File: config.mk
export PLATFORM = sky130hd
export DESIGN_NAME = instr_fetch_responder
export DESIGN_NICKNAME = d
export VERILOG_FILES = /design/src/rtl/instr_fetch_responder.sv
export SDC_FILE = /design/constraint.sdc
export NUM_CORES = 2
export LEC_CHECK = 0
export ABC_AREA = 1
export BUFFER_PORTS_ARGS = -buffer_cell sky130_fd_sc_hd__buf_2
export CAP_MARGIN = 30
export CORE_MARGIN = 2
export CORE_UTILIZATION = 55
export CTS_CLUSTER_DIAMETER = 200
export DETAILED_ROUTE_END_ITERATION = 8
export PLACE_DENSITY = 0.74
export REMOVE_ABC_BUFFERS = 1
export SYNTH_ARGS = -nofsm -noshare
export SYNTH_HDL_FRONTEND = slang
export SYNTH_SLANG_ARGS = --single-unit
File: constraint.sdc
create_clock -name clk -period 5.9 [get_ports clk]
set_input_delay 0.295 -clock clk [delete_from_list [all_inputs] [get_ports clk]]
set_output_delay 0.295 -clock clk [all_outputs]
set_load 0.03 [all_outputs]
File: src/rtl/instr_fetch_responder.sv
// instr_fetch_responder
// Responder side of the CPU instruction-fetch interface. The CPU presents
// byte addresses; this block looks the word up in a small program store,
// carries the result through a fixed-latency delay line into a response
// FIFO, and hands responses back strictly in acceptance order.
//
// Ports:
//   clk, rst_n        clock and synchronous active-low reset
//   req_valid/ready   fetch handshake, req_addr is the byte address
//   resp_valid/ready  response handshake, resp_data/resp_err show FIFO head
//   load_en/addr/data program store write port (usable during reset)
//   outstanding       in-flight plus queued responses
module instr_fetch_responder #(
  parameter int ADDR_WIDTH  = 48,
  parameter int DATA_WIDTH  = 32,
  parameter int DEPTH       = 64,
  parameter int LATENCY     = 2,
  parameter int QUEUE_DEPTH = 4
) (
  input  logic                           clk,
  input  logic                           rst_n,
  input  logic                           req_valid,
  output logic                           req_ready,
  input  logic [ADDR_WIDTH-1:0]          req_addr,
  output logic                           resp_valid,
  input  logic                           resp_ready,
  output logic [DATA_WIDTH-1:0]          resp_data,
  output logic                           resp_err,
  input  logic                           load_en,
  input  logic [$clog2(DEPTH)-1:0]       load_addr,
  input  logic [DATA_WIDTH-1:0]          load_data,
  output logic [$clog2(QUEUE_DEPTH):0]   outstanding
);

  localparam int IW = $clog2(DEPTH);
  localparam int PW = (QUEUE_DEPTH > 1) ? $clog2(QUEUE_DEPTH) : 1;
  localparam int OW = $clog2(QUEUE_DEPTH) + 1;

  logic [DATA_WIDTH-1:0] store_r [DEPTH];

  logic [LATENCY-1:0]    dl_valid_r;
  logic [LATENCY-1:0]    dl_err_r;
  logic [DATA_WIDTH-1:0] dl_data_r [LATENCY];

  logic [DATA_WIDTH-1:0] q_data_r [QUEUE_DEPTH];
  logic [QUEUE_DEPTH-1:0] q_err_r;
  logic [PW-1:0]         wr_ptr_r;
  logic [PW-1:0]         rd_ptr_r;
  logic [OW-1:0]         q_count_r;
  logic [OW-1:0]         outstanding_r;

  logic                  accept_s;
  logic                  pop_s;
  logic                  push_s;
  logic                  fetch_err_s;
  logic [IW-1:0]         fetch_idx_s;
  logic [DATA_WIDTH-1:0] fetch_data_s;

  // Circular pointer advance; explicit wrap keeps non-power-of-two depths legal.
  function automatic logic [PW-1:0] ptr_inc(input logic [PW-1:0] p);
    if (p == PW'(QUEUE_DEPTH - 1)) begin
      return '0;
    end else begin
      return p + PW'(1);
    end
  endfunction

  // Ready is gated by rst_n so it can never be seen high while in reset.
  assign req_ready   = rst_n && (outstanding_r < OW'(QUEUE_DEPTH));
  assign accept_s    = req_valid && req_ready;
  assign resp_valid  = (q_count_r != '0);
  assign pop_s       = resp_valid && resp_ready;
  assign push_s      = dl_valid_r[LATENCY-1];
  assign resp_data   = q_data_r[rd_ptr_r];
  assign resp_err    = q_err_r[rd_ptr_r];
  assign outstanding = outstanding_r;
  assign fetch_idx_s = req_addr[IW+1:2];

  // Decode the fetch: any nonzero upper index bit means index >= DEPTH (no aliasing).
  always_comb begin
    fetch_err_s  = (req_addr[1:0] != 2'b00) || (req_addr[ADDR_WIDTH-1:IW+2] != '0);
    fetch_data_s = '0;
    if (fetch_err_s) begin
      fetch_data_s = '0;
    end else begin
      fetch_data_s = store_r[fetch_idx_s];
    end
  end

  // Program store write; a same-edge fetch sees the old word because the read above
  // is captured by the same edge that performs this write.
  always_ff @(posedge clk) begin
    if (load_en) begin
      store_r[load_addr] <= load_data;
    end
  end

  // Fixed-latency delay line carrying {data, err} from accept to the FIFO.
  always_ff @(posedge clk) begin
    if (!rst_n) begin
      dl_valid_r <= '0;
      dl_err_r   <= '0;
      for (int i = 0; i < LATENCY; i++) begin
        dl_data_r[i] <= '0;
      end
    end else begin
      dl_valid_r[0] <= accept_s;
      dl_err_r[0]   <= fetch_err_s;
      dl_data_r[0]  <= fetch_data_s;
      for (int i = 1; i < LATENCY; i++) begin
        dl_valid_r[i] <= dl_valid_r[i-1];
        dl_err_r[i]   <= dl_err_r[i-1];
        dl_data_r[i]  <= dl_data_r[i-1];
      end
    end
  end

  // Response FIFO; storage is cleared on reset so resp_data reads 0 afterwards.
  // Overflow is impossible because outstanding caps entries at QUEUE_DEPTH.
  always_ff @(posedge clk) begin
    if (!rst_n) begin
      wr_ptr_r  <= '0;
      rd_ptr_r  <= '0;
      q_count_r <= '0;
      q_err_r   <= '0;
      for (int i = 0; i < QUEUE_DEPTH; i++) begin
        q_data_r[i] <= '0;
      end
    end else begin
      if (push_s) begin
        q_data_r[wr_ptr_r] <= dl_data_r[LATENCY-1];
        q_err_r[wr_ptr_r]  <= dl_err_r[LATENCY-1];
        wr_ptr_r           <= ptr_inc(wr_ptr_r);
      end
      if (pop_s) begin
        rd_ptr_r <= ptr_inc(rd_ptr_r);
      end
      case ({push_s, pop_s})
        2'b10:   q_count_r <= q_count_r + OW'(1);
        2'b01:   q_count_r <= q_count_r - OW'(1);
        default: q_count_r <= q_count_r;
      endcase
    end
  end

  // Outstanding count: +1 on accept, -1 on pop, unchanged when both happen.
  always_ff @(posedge clk) begin
    if (!rst_n) begin
      outstanding_r <= '0;
    end else begin
      case ({accept_s, pop_s})
        2'b10:   outstanding_r <= outstanding_r + OW'(1);
        2'b01:   outstanding_r <= outstanding_r - OW'(1);
        default: outstanding_r <= outstanding_r;
      endcase
    end
  end

endmodule

==> flow_summary.json <==
{
  "yosysWarnings": 0,
  "final_cell_area_um2": 100100,
  "outcome": "finished clean",
  "synth_compound_area_frac": 0.01455,
  "grt_antenna_before_repair": 18,
  "synth_mux_area_frac": 0,
  "cts_resized": 0,
  "cp.required_ps": 5610,
  "cap_violations": 0,
  "worstMarginPinSlew_ps": 1219,
  "dieArea_um2": 167200,
  "numPortBuffers": 128,
  "ir_drop_mv": 0.3610,
  "critical_path_arrival_ps": 3310,
  "cts_sinks": 2260,
  "wl_um": 241200,
  "synth_top_area_share": 0.7245,
  "netlist_top_cells_area": "edfxtp_1, nand3_1, nand2_1",
  "hold_ws_ps": 61.71,
  "ant_nets": 0,
  "track_usage": 0.2838,
  "r2r_start": "dl_valid_r[1]",
  "r2r_end": "q_data_r[2][25]",
  "die_h_um": 409.0,
  "viasPerCell": 6.057,
  "worst_setup_path_end_kind": "primary output",
  "cts_made_buffers": 215,
  "detail_route.wl_per_cell_um": 24.39,
  "critical_path.max_fanout": 65,
  "min_to": "dl_valid_r[1]",
  "io-pin-count": 129,
  "fin_util": 0.6148,
  "drc": 0,
  "finalHoldViolCount": 0,
  "stdcell_count": 9887,
  "synth_seq_cells": 2260,
  "p_leak_nw": 35.17,
  "worstSetupStartpointType": "register",
  "drive_gt1_frac": 0.08793,
  "synthToLayoutAreaGrowth_pct": 10.95,
  "fin_nets": 7633,
  "clock_latency_ps": 830,
  "rsz0062_at_grt": "false",
  "worst_slack_ps": 2295,
  "synth_edf_count": 2176,
  "grt_pass1_vias": 57966,
  "synth_fa_ha_area_frac": 0.001415,
  "place_hpwl_um": 121700,
  "drt_first_pass_iters": 6,
  "period_minus_slack_ps": 3605,
  "yosys.area.top_type": "edfxtp_1",
  "fmax_ghz": 0.2774,
  "dp_cells": 9482,
  "r2r_setup_slack_ps": 3160,
  "cts_tree": "done",
  "yosys_most_used_dff": "edfxtp_1",
  "grt_max_degree": 238,
  "dp_worst_setup_slack_ps": 2443,
  "gp_congestion": 0.8443,
  "async_flop_share": 0,
  "start_util": 0.5541,
  "clockBufferDepth": 3,
  "syn_avg_cell_area_um2": 12.02,
  "finalMaxSlewViolations": 0,
  "grt_remaining_overflow": 0,
  "max_slew_margin": 0.1872,
  "skew_ps": 41.72,
  "drtIter0Drc": 8673,
  "worst-setup-path-type": "reg2out",
  "vias": 59883,
  "syn_area_um2": 90200,
  "finalSetupTns_ps": 0,
  "clk_pin_slew_ps": 60,
  "min-delay-start": "rst_n",
  "synth_cell_types": 28,
  "setup_viol": 0,
  "cts-htree-levels": 4,
  "ys_seq_area_frac": 0.7431,
  "worstRegToRegCells": 7,
  "die_x_um": 409.0,
  "hold_path_depth": 4,
  "netlist_instances": 7506,
  "grt_first_pass_wirelength_um": 355900,
  "synth_simple_gate_area_share": 0.2086,
  "power_mw": 33.57,
  "synth_xor_area_frac": 0.00009710,
  "place_area_um2": 93080,
  "fin_crit_sh": 0.6111,
  "root_buffer": "clkbuf_16",
  "p_per_area_nw_per_um2": 335.4,
  "design.core.area_um2": 162800,
  "core.rowCount": 148,
  "synth_top_family_by_area": "simple AND/OR/NAND/NOR gates",
  "hold_path.class": "in2reg"
}
[cell usage in the layout (no fill, tap or decap), types with 3 or more instances in the layout]
cell	n
o21ai_1	6
ha_1	7
bufinv_16	15
dfxtp_1	83
o21ai_0	129
nor2_1	380
inv_1	93
clkbuf_1	35
nor4_2	5
nand3_1	1788
clkinvlp_4	4
o22ai_1	64
nor2_4	60
nor3_1	5
inv_16	3
buf_12	19
nand2_1	2154
buf_8	5
clkinv_1	44
buf_4	139
edfxtp_1	2176
clkbuf_16	221
inv_6	5
nand4_1	11
buf_2	123
clkbuf_8	15
a21oi_1	44
clkinv_2	53
dlygate4sd3_1	9
[report_power, final]
part           leakage (nW)  internal [mW]  switching [mW]
combinational          11.3          0.565            1.76
sequential             20.4           17.7          0.0479
clock                  3.42           7.66            5.81
total                  35.2           25.9            7.62
[worst max path at each step]
| stage | endpoint | slack, ps |
|---|---|---|
| global placement | dl_data_r[0][30] | 2520 |
| CTS | resp_data[3] | 2270 |
| floorplan | dl_data_r[0][29] | -20 |
| detailed placement | dl_data_r[0][30] | 2440 |
| global route | resp_data[3] | 2050 |
| finish | resp_data[31] | 2290 |
[cells in the mapped netlist (2+ instances only)]
| master | count |
|---|---|
| edfxtp_1 | 2176 |
| o22ai_1 | 64 |
| inv_1 | 96 |
| buf_6 | 25 |
| nand2_1 | 2154 |
| nand3_1 | 1788 |
| o21ai_0 | 129 |
| o21ai_1 | 6 |
| nor4_1 | 5 |
| nor2_1 | 440 |
| buf_2 | 213 |
| fa_1 | 2 |
| clkbuf_1 | 113 |
| dfxtp_1 | 84 |
| ha_1 | 7 |
| nor3_1 | 5 |
| a21oi_1 | 44 |
| buf_1 | 71 |
| buf_4 | 65 |
| nand4_1 | 11 |
[metal layers]
metal  routed length [um]  part of all wire  track usage  vias to the layer above
li1                     -                 -            -                    26611
met1                87710              0.36       0.3719                    29063
met2               114800              0.48       0.4575                     3607
met3                27040              0.11      0.05665                      580
met4                11510             0.048       0.1353                       22
met5                  136           0.00056            0                        -
[final cells by class]
type / instances / area (um^2)
diodes: 1 / 2.502
clock buffers: 271 / 5868
clock inverters: 124 / 1031
fillers: 12023 / 62700
inverters: 100 / 422.9
multi-input cells: 4659 / 20760
flip-flops and latches: 2260 / 67030
well taps: 2175 / 2721
repair buffers: 297 / 2243
[cell families (layout without fill, tap and decap cells)]
kind of cell	Yosys count	after routing
XOR/XNOR	1	1
buffers and inverters	587	792
AO/OA/AOI/OAI	245	245
other	0	1
AND/OR/NAND/NOR	4404	4404
adder cells (fa/ha/maj)	9	9
flip-flops	2260	2260
[sequential cells by signal (all words and copies together), names as in the netlist, named ones only]
register / count
dl_valid_r: 2
q_err_r: 4
rd_ptr_r: 2
q_count_r: 3
dl_err_r: 2
dl_data_r: 64
wr_ptr_r: 2
store_r: 2048
q_data_r: 128
outstanding: 3
[worst max-delay path, cell delays in order, from the launching register on]
cell and delay, ps:
dfxtp_2 310, buf_4 500, clkinv_1 580, buf_4 450, o21ai_0 230, o22ai_1 150
buf_2 210
[timing repair]
item,CTS,global route
buffers inserted,0,0
hold buffers,9,0
endpoints found under the hold margin,126,0
Power figures use the tool's default switching activity.
